===== src/rtl/imm_lut_pkg.sv =====
// imm_lut_pkg: shared sizes, immediate table contents and encoder state type
package imm_lut_pkg;
  localparam int NUM_ENTRIES = 27;
  localparam int IDX_W = 5;
  localparam int VAL_W = 8;
  localparam logic [VAL_W-1:0] IMM_TABLE [NUM_ENTRIES] = '{
    8'd0, 8'd1, 8'd2, 8'd3, 8'd4, 8'd5, 8'd6,
    8'd14, 8'd16, 8'd30, 8'd31, 8'd32, 8'd33, 8'd60, 8'd91, 8'd109,
    8'd142, 8'd170, 8'd204, 8'd224, 8'd225, 8'd240, 8'd247, 8'd254, 8'd85, 8'd171, 8'd90
  };
  typedef enum logic [1:0] {IDLE, SEARCH, RESP} state_t;
endpackage


===== src/rtl/imm_table_rom.sv =====
// imm_table_rom: combinational index-to-value read of the immediate table
module imm_table_rom
  import imm_lut_pkg::*;
(
  input  logic [IDX_W-1:0] addr,
  output logic [VAL_W-1:0] data
);
  assign data = (addr < IDX_W'(NUM_ENTRIES)) ? IMM_TABLE[addr] : '0;
endmodule


===== src/rtl/imm_lut_encoder.sv =====
// imm_lut_encoder: sequential value-to-index scanner with a one-entry last-hit cache
module imm_lut_encoder
  import imm_lut_pkg::*;
(
  input  logic             Clk,
  input  logic             Reset,
  input  logic             req_valid,
  input  logic [VAL_W-1:0] req_value,
  output logic             req_ready,
  output logic             rsp_valid,
  input  logic             rsp_ready,
  output logic             rsp_hit,
  output logic [IDX_W-1:0] rsp_index,
  output logic             busy
);
  localparam logic [IDX_W-1:0] LAST = IDX_W'(NUM_ENTRIES - 1);
  state_t state, state_n;
  logic [IDX_W-1:0] scan_idx, cache_index;
  logic [VAL_W-1:0] val_q, cache_value, rom_data;
  logic cache_valid, match, cache_hit, accept;
  imm_table_rom u_rom (.addr(scan_idx), .data(rom_data));
  assign match = rom_data == val_q;
  assign accept = req_valid && req_ready;
  assign cache_hit = cache_valid && req_value == cache_value;
  assign req_ready = state == IDLE;
  assign rsp_valid = state == RESP;
  assign busy = state != IDLE;
  always_comb begin
    state_n = state;
    unique case (state)
      IDLE:    state_n = accept ? SEARCH : IDLE;
      SEARCH:  state_n = (match || scan_idx == LAST) ? RESP : SEARCH;
      RESP:    state_n = rsp_ready ? IDLE : RESP;
      default: state_n = IDLE;
    endcase
  end
  // A cache hit starts the scan at the cached index, so it confirms on the first compare
  always_ff @(posedge Clk) begin
    if (!Reset) begin
      state <= IDLE;
      scan_idx <= '0;
      val_q <= '0;
      rsp_hit <= 1'b0;
      rsp_index <= '0;
      cache_valid <= 1'b0;
      cache_value <= '0;
      cache_index <= '0;
    end else begin
      state <= state_n;
      if (accept) begin
        val_q <= req_value;
        scan_idx <= cache_hit ? cache_index : '0;
      end else if (state == SEARCH && !match && scan_idx != LAST) begin
        scan_idx <= scan_idx + 1'b1;
      end
      if (state == SEARCH && match) begin
        rsp_hit <= 1'b1;
        rsp_index <= scan_idx;
        cache_valid <= 1'b1;
        cache_value <= val_q;
        cache_index <= scan_idx;
      end else if (state == SEARCH && scan_idx == LAST) begin
        rsp_hit <= 1'b0;
        rsp_index <= '0;
      end
    end
  end
endmodule


===== config.mk =====
export PLATFORM = sky130hd
export DESIGN_NAME = imm_lut_encoder
export DESIGN_NICKNAME = d
export VERILOG_FILES = /design/src/rtl/imm_lut_pkg.sv /design/src/rtl/imm_table_rom.sv /design/src/rtl/imm_lut_encoder.sv
export SDC_FILE = /design/constraint.sdc
export NUM_CORES = 1
export LEC_CHECK = 0
export ABC_AREA = 1
export BUFFER_PORTS_ARGS = -buffer_cell sky130_fd_sc_hd__buf_2
export CAP_MARGIN = 25
export CORE_MARGIN = 3
export CORE_UTILIZATION = 57
export DETAILED_ROUTE_END_ITERATION = 8
export GPL_ROUTABILITY_DRIVEN = 1
export PLACE_DENSITY = 0.81
export SLEW_MARGIN = 10
export SYNTH_ARGS = -nofsm -noshare
export SYNTH_HDL_FRONTEND = slang
export SYNTH_HIERARCHICAL = 1
export SYNTH_SLANG_ARGS = --single-unit

===== constraint.sdc =====
create_clock -name Clk -period 3.9 [get_ports Clk]
set_clock_uncertainty 0.15 [all_clocks]
set_input_delay 0.78 -clock Clk [delete_from_list [all_inputs] [get_ports Clk]]
set_output_delay 0.78 -clock Clk [all_outputs]
set_load 0.02 [all_outputs]

# [Word level (Yosys, flattened, before mapping)]
# Memories as Yosys holds them, arrays and structs flattened.
# Index checks and enable logic that the tools add are counted.
[word_totals] romBits=256 mem_count=1 input_bits=12 elab_cells=45 ff_bits=35 out_inout_bits=9
[op_classes] n_reduce_logical=12 order_cmp=2 n_bitwise=1 mux=14 addsub=1 n_eq_ne=6
[mem_list] name="(name not given)" depth=32 word_bits=8 read_ports=1 rd_ports_with_merged_regs=0 write_ports=0 line="imm_table_rom.sv:8" source="assign data = (addr < IDX_W'(NUM_ENTRIES)) ? IMM_TABLE[addr] : '0;"
[op_table] op="$mux W5" n=5
[op_table] op="$mux W8" n=3
[op_table] op="$eq A8 B8 Y1" n=2
[op_table] op="$ge A6 B6 Y1 const B" n=1
[op_table] op="$logic_and A1 B1 Y1" n=6
[op_table] op="$not A5 Y6" n=1
[op_table] op="$pmux W2 S3" n=1
[op_table] op="$reduce_bool A2 Y1" n=3
[op_table] op="$add A5 B1 Y5 const B" n=1
[op_table] op="$eq A5 B5 Y1 const B" n=1
[op_table] op="$lt A5 B5 Y1 const B" n=1
[op_table] op="$ne A5 B5 Y1 const B" n=1
[op_table] op="$mux W2" n=2
[op_table] op="$mux W1" n=3
[op_table] op="$eq A2 B1 Y1 const B" n=1
[op_table] op="$eq A2 B2 Y1 const B" n=1
[op_table] op="$logic_not A2 Y1" n=1
[op_table] op="$logic_not A1 Y1" n=1
[op_table] op="$logic_or A1 B1 Y1" n=1

# [Depth between registers and ports, before layout]
# Gate-level depths: netlist of run 1.
[logic_depth] word_depth=11 depth_mapped=20 depth_no_buf=19

# [By module]
# The synthesis of run 1 kept the hierarchy.
[modules_own_cells] mod="imm_lut_encoder" cells_each=246 seq_area_each_um2=700.7 instances=1 area_each_um2=1702.9
[modules_own_cells] mod="imm_table_rom" cells_each=92 seq_area_each_um2=0.0 instances=1 area_each_um2=510.5

# [Least setup slack after synthesis of run 1]
# OpenSTA, ideal clock, no wires.
[synth_path] kind="flip-flop to flip-flop" from="reg scan_idx[1]" to="reg rsp_index[4]" required_time_ns=3.618 setup_ns=0.132 period_less_slack_ns=2.470 arrival_time_ns=2.188 path_stages_with_launch=20 setup_slack_ns=1.430 path_buffers=1 path_cell_list="dfxtp_1 inv_1 ha_1 nor2_1 nand2_1 nand3_1 nand2_1 inv_1 nor2_1 inv_1 nand2_1 nand2_1 nand2_1 nor2_1 nand2_2 inv_4 nand2_4 buf_6 nand3_1 a21oi_1"
[synth_between] elab_chain_cells=8 elab_cells_between_ends=12 classes_between="1 x order compare; 2 x eq/ne; 4 x mux; 1 x bitwise; 3 x reduce/logical; 1 x memory"
[synth_lines] item="start: declaration" line="imm_lut_encoder.sv:18" source="logic [IDX_W-1:0] scan_idx, cache_index;"
[synth_lines] item="start signal: assignment" line="imm_lut_encoder.sv:52" source="scan_idx <= cache_hit ? cache_index : '0;"
[synth_lines] item="start signal: assignment" line="imm_lut_encoder.sv:54" source="scan_idx <= scan_idx + 1'b1;"
[synth_lines] item="$not A5 Y6 (implied by the code)" line="imm_table_rom.sv:8"
[synth_lines] item="$mem_v2 Z32 W8"
[synth_lines] item="$mux W8 (implied by the code) (2 in a row)" line="imm_table_rom.sv:8"
[synth_lines] item="$mux W8 (*)" line="imm_table_rom.sv:8"
[synth_lines] item="via rom_data[1]" line="imm_lut_encoder.sv:19" source="logic [VAL_W-1:0] val_q, cache_value, rom_data;"
[synth_lines] item="$eq A8 B8 Y1 (*)" line="imm_lut_encoder.sv:22" source="assign match = rom_data == val_q;"
[synth_lines] item="$logic_and A1 B1 Y1 (*)" line="imm_lut_encoder.sv:56" source="if (state == SEARCH && match) begin"
[synth_lines] item="$mux W5 or $reduce_bool A2 Y1 (tied branches)"
[synth_lines] item="end signal: assignment" line="imm_lut_encoder.sv:58" source="rsp_index <= scan_idx;"
[synth_lines] item="end: declaration" line="imm_lut_encoder.sv:13" source="output logic [IDX_W-1:0] rsp_index,"
# The timed path passes the listed nets; every way through them passes the cells marked *. The select of a mux whose other input is x is not followed.
# A chain may end at the register's enable or synchronous reset.

# [Worst setup path in the final report of run 1]
[layout_path] from="reg scan_idx[1]" to="reg cache_value[7]"
[layout_between] elab_chain_cells=7 elab_cells_between_ends=8 classes_between="1 x order compare; 1 x eq/ne; 3 x mux; 1 x bitwise; 1 x reduce/logical; 1 x memory"
[layout_lines] item="$not A5 Y6 (implied by the code)" line="imm_table_rom.sv:8"
[layout_lines] item="$mem_v2 Z32 W8"
[layout_lines] item="$mux W8 (implied by the code) (2 in a row)" line="imm_table_rom.sv:8"
[layout_lines] item="$mux W8 (*)" line="imm_table_rom.sv:8"
[layout_lines] item="via rom_data[1]" line="imm_lut_encoder.sv:19"
[layout_lines] item="$eq A8 B8 Y1 (*)" line="imm_lut_encoder.sv:22"
[layout_lines] item="$logic_and A1 B1 Y1 (*)" line="imm_lut_encoder.sv:56"
[layout_lines] item="end signal: assignment" line="imm_lut_encoder.sv:60" source="cache_value <= val_q;"
[layout_lines] item="end: declaration" line="imm_lut_encoder.sv:19"
# Marked as above.

==> results of run 1 <==
==> cell usage in the layout (no fill, tap or decap) <==
master | netlist | final
a21oi_1 | 35 | 35
a21oi_2 | 2 | 2
buf_2 | 5 | 20
buf_4 | 0 | 1
bufinv_16 | 0 | 2
clkbuf_1 | 1 | 1
clkbuf_8 | 0 | 5
clkinv_1 | 1 | 1
dfxtp_1 | 35 | 35
ha_1 | 12 | 12
inv_1 | 40 | 40
inv_2 | 5 | 5
inv_4 | 2 | 2
nand2_1 | 78 | 78
nand2_2 | 4 | 4
nand2_4 | 1 | 1
nand3_1 | 28 | 28
nand3_2 | 1 | 1
nand3b_1 | 1 | 1
nand4_1 | 3 | 3
nor2_1 | 39 | 39
nor2_2 | 3 | 3
nor3_1 | 1 | 1
o211ai_1 | 1 | 1
o21ai_0 | 20 | 20
o21ai_1 | 2 | 2
o21ai_2 | 2 | 2
or2_1 | 1 | 1
or2_2 | 2 | 2
xnor2_1 | 5 | 5
xor2_1 | 3 | 3
==> kinds of logic (layout without fill, tap and decap cells) <==
group / count (synthesis) / in the layout / share of synthesized area (%)
XOR/XNOR: 8 / 8 / 3.17
AND/OR/NAND/NOR: 162 / 162 / 31.4
adder cells (fa/ha/maj): 12 / 12 / 6.78
buffers and inverters: 59 / 77 / 12.2
AO/OA/AOI/OAI: 62 / 62 / 14.8
flip-flops: 35 / 35 / 31.7
==> worst min-delay path: cells and delay by family, from the launching register on <==
family | cells | cell delay, ps
AOI/OAI and AO/OA | 1 | 50
DFF | 1 | 310
and+or+nand+nor | 1 | 60
==> Yosys cell counts, types with 2 or more instances <==
cell	n
a21oi_1	35
a21oi_2	2
buf_2	5
buf_6	5
dfxtp_1	35
ha_1	12
inv_1	40
inv_2	5
inv_4	2
nand2_1	78
nand2_2	4
nand3_1	28
nand4_1	3
nor2_1	39
nor2_2	3
o21ai_0	20
o21ai_1	2
o21ai_2	2
or2_2	2
xnor2_1	5
xor2_1	3
==> report_power, final <==
| group | switching (mW) | internal, mW |
|---|---|---|
| Sequential | 0.0246 | 0.377 |
| Clock | 0.135 | 0.256 |
| Combinational | 0.120 | 0.0640 |
| Total | 0.280 | 0.697 |
==> through the flow <==
stage | cells | total power [mW] | instance area, sq um
after detailed placement | 396 | 0.589 | 2300
after global placement | 396 | 0.586 | 2300
after floorplan | 338 | 0.550 | 2210
final | 404 | 0.977 | 2430
after CTS | 404 | 0.979 | 2430
after global routing | 404 | 1.02 | 2430
==> layout make-up <==
| class | instances | share of cell area (%) |
|---|---|---|
| tap | 48 | 2.47 |
| sequential | 35 | 28.9 |
| clock buffer | 6 | 2.99 |
| multi-input combinational | 244 | 51.2 |
| inverter | 48 | 7.62 |
| clock inverter | 2 | 2.47 |
| timing repair buffer | 21 | 4.43 |
==> sequential cells by signal, summed over array words and instances (netlist names) <==
signal / count
cache_valid: 1
rsp_index: 5
scan_idx: 5
state: 2
rsp_hit: 1
val_q: 8
cache_value: 8
cache_index: 5
==> per-layer routing <==
metal	global-route usage, %	routed length [microns]	up-vias	share of wire, %
li1	-	-	1098	-
met1	25.7	2120	938	44
met2	37.7	2330	64	48
met3	5.42	265	11	5.5
met4	11.2	109	0	2.3
met5	0	0	-	0
==> path summary, 6_finish.rpt <==
path / start / to / slack (ps) / cells past startpoint
worst min register to register: cache_index[4] / cache_index[4] / 310 / 2
worst max register to register: scan_idx[1] / cache_value[7] / 920 / 18
worst max-delay path: scan_idx[1] / cache_value[7] / 920 / 18
worst min-delay path: cache_index[4] / cache_index[4] / 310 / 2
==> run_results.csv, run 1 <==
group,metric,value,unit
layout,multi_input_area,0.00124,sq mm
layout,nNetsFinal,379,
power,p_leak,1.14,nW
run,drv_cap,0,
clocking,htree_levels,2,
clocking,cts_sinks,35,
min_path,min_path_type,"flop to flop",
synthesis,ys.flop_type,"dfxtp_1",
setup_path,worstPathRequired,3920,ps
routing,routedWlPerCell,12.0,microns
setup_path,path_common_cell,"nand2_1",
floorplan,pin_count,21,
global_routing,antenna_found_initial,0,
routing,routed-via-count,2111,
routing,drc,0,
placed_design,place_congestion,0.948,
global_routing,overflow,0,
layout,seqCellArea,701,sq um
outcome,status,"completed",
sta,maxSlewViolCount,0,
sta,finalCriticalPeriod,2980,ps
synthesis,yosysSeqAreaShare,31.7,%
power,cellPowerDensity,402,mW/mm^2
sta,rsz0062_at_grt,"false",
setup_path,crit_chain,"inv_1 -> ha_1 -> nor2_1 -> nand2_1 -> nand3_1 -> nand2_1 -> inv_1 -> nor2_1 -> inv_1 -> nand2_1 -> nand2_1 -> nand2_1 -> nor2_1 -> nand2_2 -> inv_4 -> nand2_4 -> o21ai_0 -> a21oi_1",
floorplan,dieArea,0.00467,sq mm
synthesis,yosys_warnings,6,
clocking,clk_latency,290,ps
setup_path,crit_path_top_delay_cell,"dfxtp_1",
synthesis,ys_top_cells_by_area,"dfxtp_1, nand2_1, a21oi_1, ha_1, inv_1",
setup_path,path_class,"flop to flop",
floorplan,die_y,68.3,microns
global_routing,grt_pass1_wl,7.78,mm
setup_path,cp-end-kind,"flop",
routing,drt-pass1-iter-count,5,
setup_path,path_max_fanout,27,
synthesis,ys_ff_latch,35,
power,ir_worst_vdd,358,uV
synthesis,synthArstFlopShare,0,%
clocking,clockBufferDepth,2,
routing,wl,4.83,mm
clocking,cts_tree,"yes",
synthesis,synth.avg_cell_area,6.55,sq um
routing,drt_iter0_drc,115,
sta,slew_headroom,47.9,%
synthesis,syn_area,0.00221,sq mm
layout,n_antenna_cell,0,
placed_design,portBuffers,20,
sta,period_share,76.4,%
synthesis,synthCells,338,
synthesis,synth.top_cell.area_share,31.7,%
clocking,cts_hold_buf,0,
clocking,cts-resized-gates,0,
synthesis,syn_nets,362,
sta,setup_viol,0,
sta,tns,0,ps
sta,hold_ws,314,ps
synthesis,synth_edf_count,0,
clocking,cts_made_buffers,5,
placed_design,place_ws,1000,ps
setup_path,worst_ep_arrival_time,3000,ps
floorplan,core-area,0.00369,sq mm
setup_path,critPathTopFamily,"simple AND/OR/NAND/NOR gates",
layout,syn2layout_area_growth,9.72,%
sta,tightest_slew,781,ps
routing,via_per_inst,5.23,
clocking,ctsRootBufferMaster,"clkbuf_8",
global_routing,track_usage,22.2,%
sta,worst_slack,921,ps
synthesis,yosys.area.top_type,"dfxtp_1",
global_routing,first_global_vias,1901,
floorplan,dieWidth,68.3,microns
sta,finalHoldViolations,0,
global_routing,grt_max_degree,28,
setup_path,worstPathBufferInverterCount,4,
clocking,cts.clk_slew.worst_paths,70,ps
clocking,cts_setup_buffers,0,
routing,antenna_left,0,
sta,max_freq,336,MHz
synthesis,yosys.cell_types.count,29,
floorplan,rows,22,
layout,drive_above_1_share,14.0,%
setup_path,startpoint_type,"flop",
setup_path,crit_path_max_incr_delay,620,ps
layout,fin_util,65.8,%
layout,n_fill_cell,342,
floorplan,initial_core_util,60.0,%
placed_design,dp_hpwl,3.37,mm
No activity file was read; power rests on OpenSTA's default activity.
==> inputs of run 2 (changes only) <==
==> constraint.sdc (replaced) <==
create_clock -name Clk -period 3.07 [get_ports Clk]
set_clock_uncertainty 0.15 [all_clocks]
set_input_delay 0.614 -clock Clk [delete_from_list [all_inputs] [get_ports Clk]]
set_output_delay 0.614 -clock Clk [all_outputs]
set_load 0.02 [all_outputs]
==> run 2 against run 1 <==
  * Clock-buffer cell count did not move
  * Non-clock buffer count rose by 5
  * Critical endpoint is now cache_value[3]
  * Cell count rose by 1.2%
  * Design area rose by 1.5%
  * Critical path depth did not move
  * Sequential cell count did not move
  * Combinational power rose by 39%
  * Die area did not move
  * First-iteration DRC count rose by 110%
==> run_results.csv, run 2 (synthesis gave the netlist of run 1 again) <==
group,metric,value,unit
setup_path,crit_end,"cache_value[3]",
sta,max_freq,391,MHz
sta,setup_viol,0,
routing,routed-via-count,2094,
sta,tns,0,ps
setup_path,path_max_fanout,27,
placed_design,placed_area,0.00233,sq mm
layout,final_cell_mix,"nand2_1, inv_1, nor2_1",
power,cellPowerDensity,505,mW/mm^2
floorplan,die_y,68.3,microns
sta,maxSlewViolCount,0,
floorplan,rows,22,
routing,antenna_left,0,
layout,n_antenna_cell,0,
setup_path,cp-end-kind,"flop",
sta,rsz0062_at_grt,"false",
power,intPower,0.892,mW
layout,final_cell_area,0.00247,sq mm
setup_path,startpoint_type,"flop",
placed_design,dp_hpwl,3.41,mm
setup_path,path_class,"flop to flop",
sta,finalCriticalPeriod,2560,ps
placed_design,place_congestion,1.02,
global_routing,grt_max_degree,28,
layout,nNetsFinal,384,
clocking,clk_latency,290,ps
sta,tightest_slew,609,ps
clocking,cts-resized-gates,0,
global_routing,overflow,0,
clocking,clockBufferDepth,2,
layout,syn2layout_area_growth,11.4,%
placed_design,portBuffers,20,
setup_path,reg2reg_depth,18,
power,swShare,28.3,%
run,drv_cap,0,
routing,drc,0,
clocking,cts_sinks,35,
floorplan,dieWidth,68.3,microns
clocking,cts.clk_slew.worst_paths,70,ps
setup_path,worst_ep_arrival_time,2590,ps
setup_path,reg2reg_from,"scan_idx[1]",
global_routing,first_global_vias,1824,
clocking,cts_hold_buf,0,
power,pwr-share-clk,39.5,%
floorplan,core-area,0.00369,sq mm
floorplan,dieArea,0.00467,sq mm
global_routing,track_usage,22.2,%
setup_path,r2r_slack,510,ps
layout,final_common_cell,"nand2_1",
clocking,cts_setup_buffers,0,
layout,n_fill_cell,332,
clocking,cts_made_buffers,5,
sta,worst_slack,510,ps
setup_path,worstPathRequired,3100,ps
setup_path,rr_endpoint,"cache_value[3]",
routing,drt_iter0_drc,243,
layout,drive_above_1_share,15.2,%
power,p_sw,0.353,mW
min_path,hold_depth,2,
sta,slew_headroom,59.3,%
layout,multi_input_area,0.00124,sq mm
power,power.share.sequential,39.9,%
clocking,ctsRootBufferMaster,"clkbuf_8",
outcome,status,"completed",
min_path,min_path_type,"flop to flop",
power,p_leak,1.16,nW
power,ir_worst_vdd,428,uV
routing,via_per_inst,5.12,
routing,drt-pass1-iter-count,4,
sta,finalHoldViolations,0,
layout,seqCellArea,701,sq um
clocking,htree_levels,2,
placed_design,place_ws,566,ps
layout,reg_top3,"cache_value (8), val_q (8)",
floorplan,pin_count,21,
floorplan,initial_core_util,60.0,%
global_routing,grt_pass1_wl,7.82,mm
power,combinationalPowerShare,20.6,%
global_routing,antenna_found_initial,0,
setup_path,cp-startpoint,"scan_idx[1]",
sta,period_share,83.4,%
clocking,cts_tree,"yes",
routing,routedWlPerCell,11.6,microns
power,finalPower,1.24,mW
routing,wl,4.72,mm
[run 2: cell types whose count changed in the layout (fill, tap and decap cells not counted)]
cell   delta
buf_4     +5
[run 2: worst min path at each step]
stage	endpoint	slack, ps	startpoint
finish	cache_index[2]	310	cache_index[2]
global route	cache_value[6]	350	cache_value[6]
CTS	cache_index[4]	310	cache_index[4]
floorplan	cache_valid	290	cache_valid
detailed placement	cache_index[4]	300	cache_index[4]
global placement	cache_index[2]	300	cache_index[2]
[run 2: power by group through the flow]
stage	sequential (mW)	combinational, mW	clock (mW)
after floorplan	0.515	0.184	0
after global placement	0.507	0.250	0
after detailed placement	0.508	0.253	0
after CTS	0.497	0.255	0.505
after global routing	0.500	0.292	0.523
final	0.497	0.256	0.491
[run 2: worst max-delay path, cell delays in order, from the launching register on]
cell and delay [ps]:
dfxtp_1 310, inv_1 180, ha_1 310, nor2_1 200, nand2_1 70, nand3_1 90, nand2_1 50, inv_1 50
nor2_1 40, inv_1 50, nand2_1 40, nand2_1 50, nand2_1 50, nor2_1 150, nand2_2 100, inv_4 110
nand2_4 170, o21ai_0 220, a21oi_1 50
[run 2: cell type report]
type	count	share of cell area, %
timing repair buffer	26	5.89
sequential	35	28.4
clock buffer	6	2.94
multi-input combinational	244	50.4
clock inverter	2	2.44
tap	48	2.44
inverter	48	7.51
[run 2: per-stage QoR]
stage	instances	hold slack, ps	utilization (%)
6_report	409	313	66.9
5_1_grt	409	347	66.9
4_1_cts	409	314	66.9
3_5_place_dp	401	302	63.3
3_3_place_gp	401	300	63.3
2_1_floorplan	338	286	-
[run 2: per-layer routing]
| metal | GRT usage, % | part of all wire [%] |
|---|---|---|
| met5 | 0 | 0 |
| met3 | 6.40 | 5.5 |
| met2 | 37.4 | 48 |
| met4 | 6.95 | 1.5 |
| met1 | 27.1 | 45 |
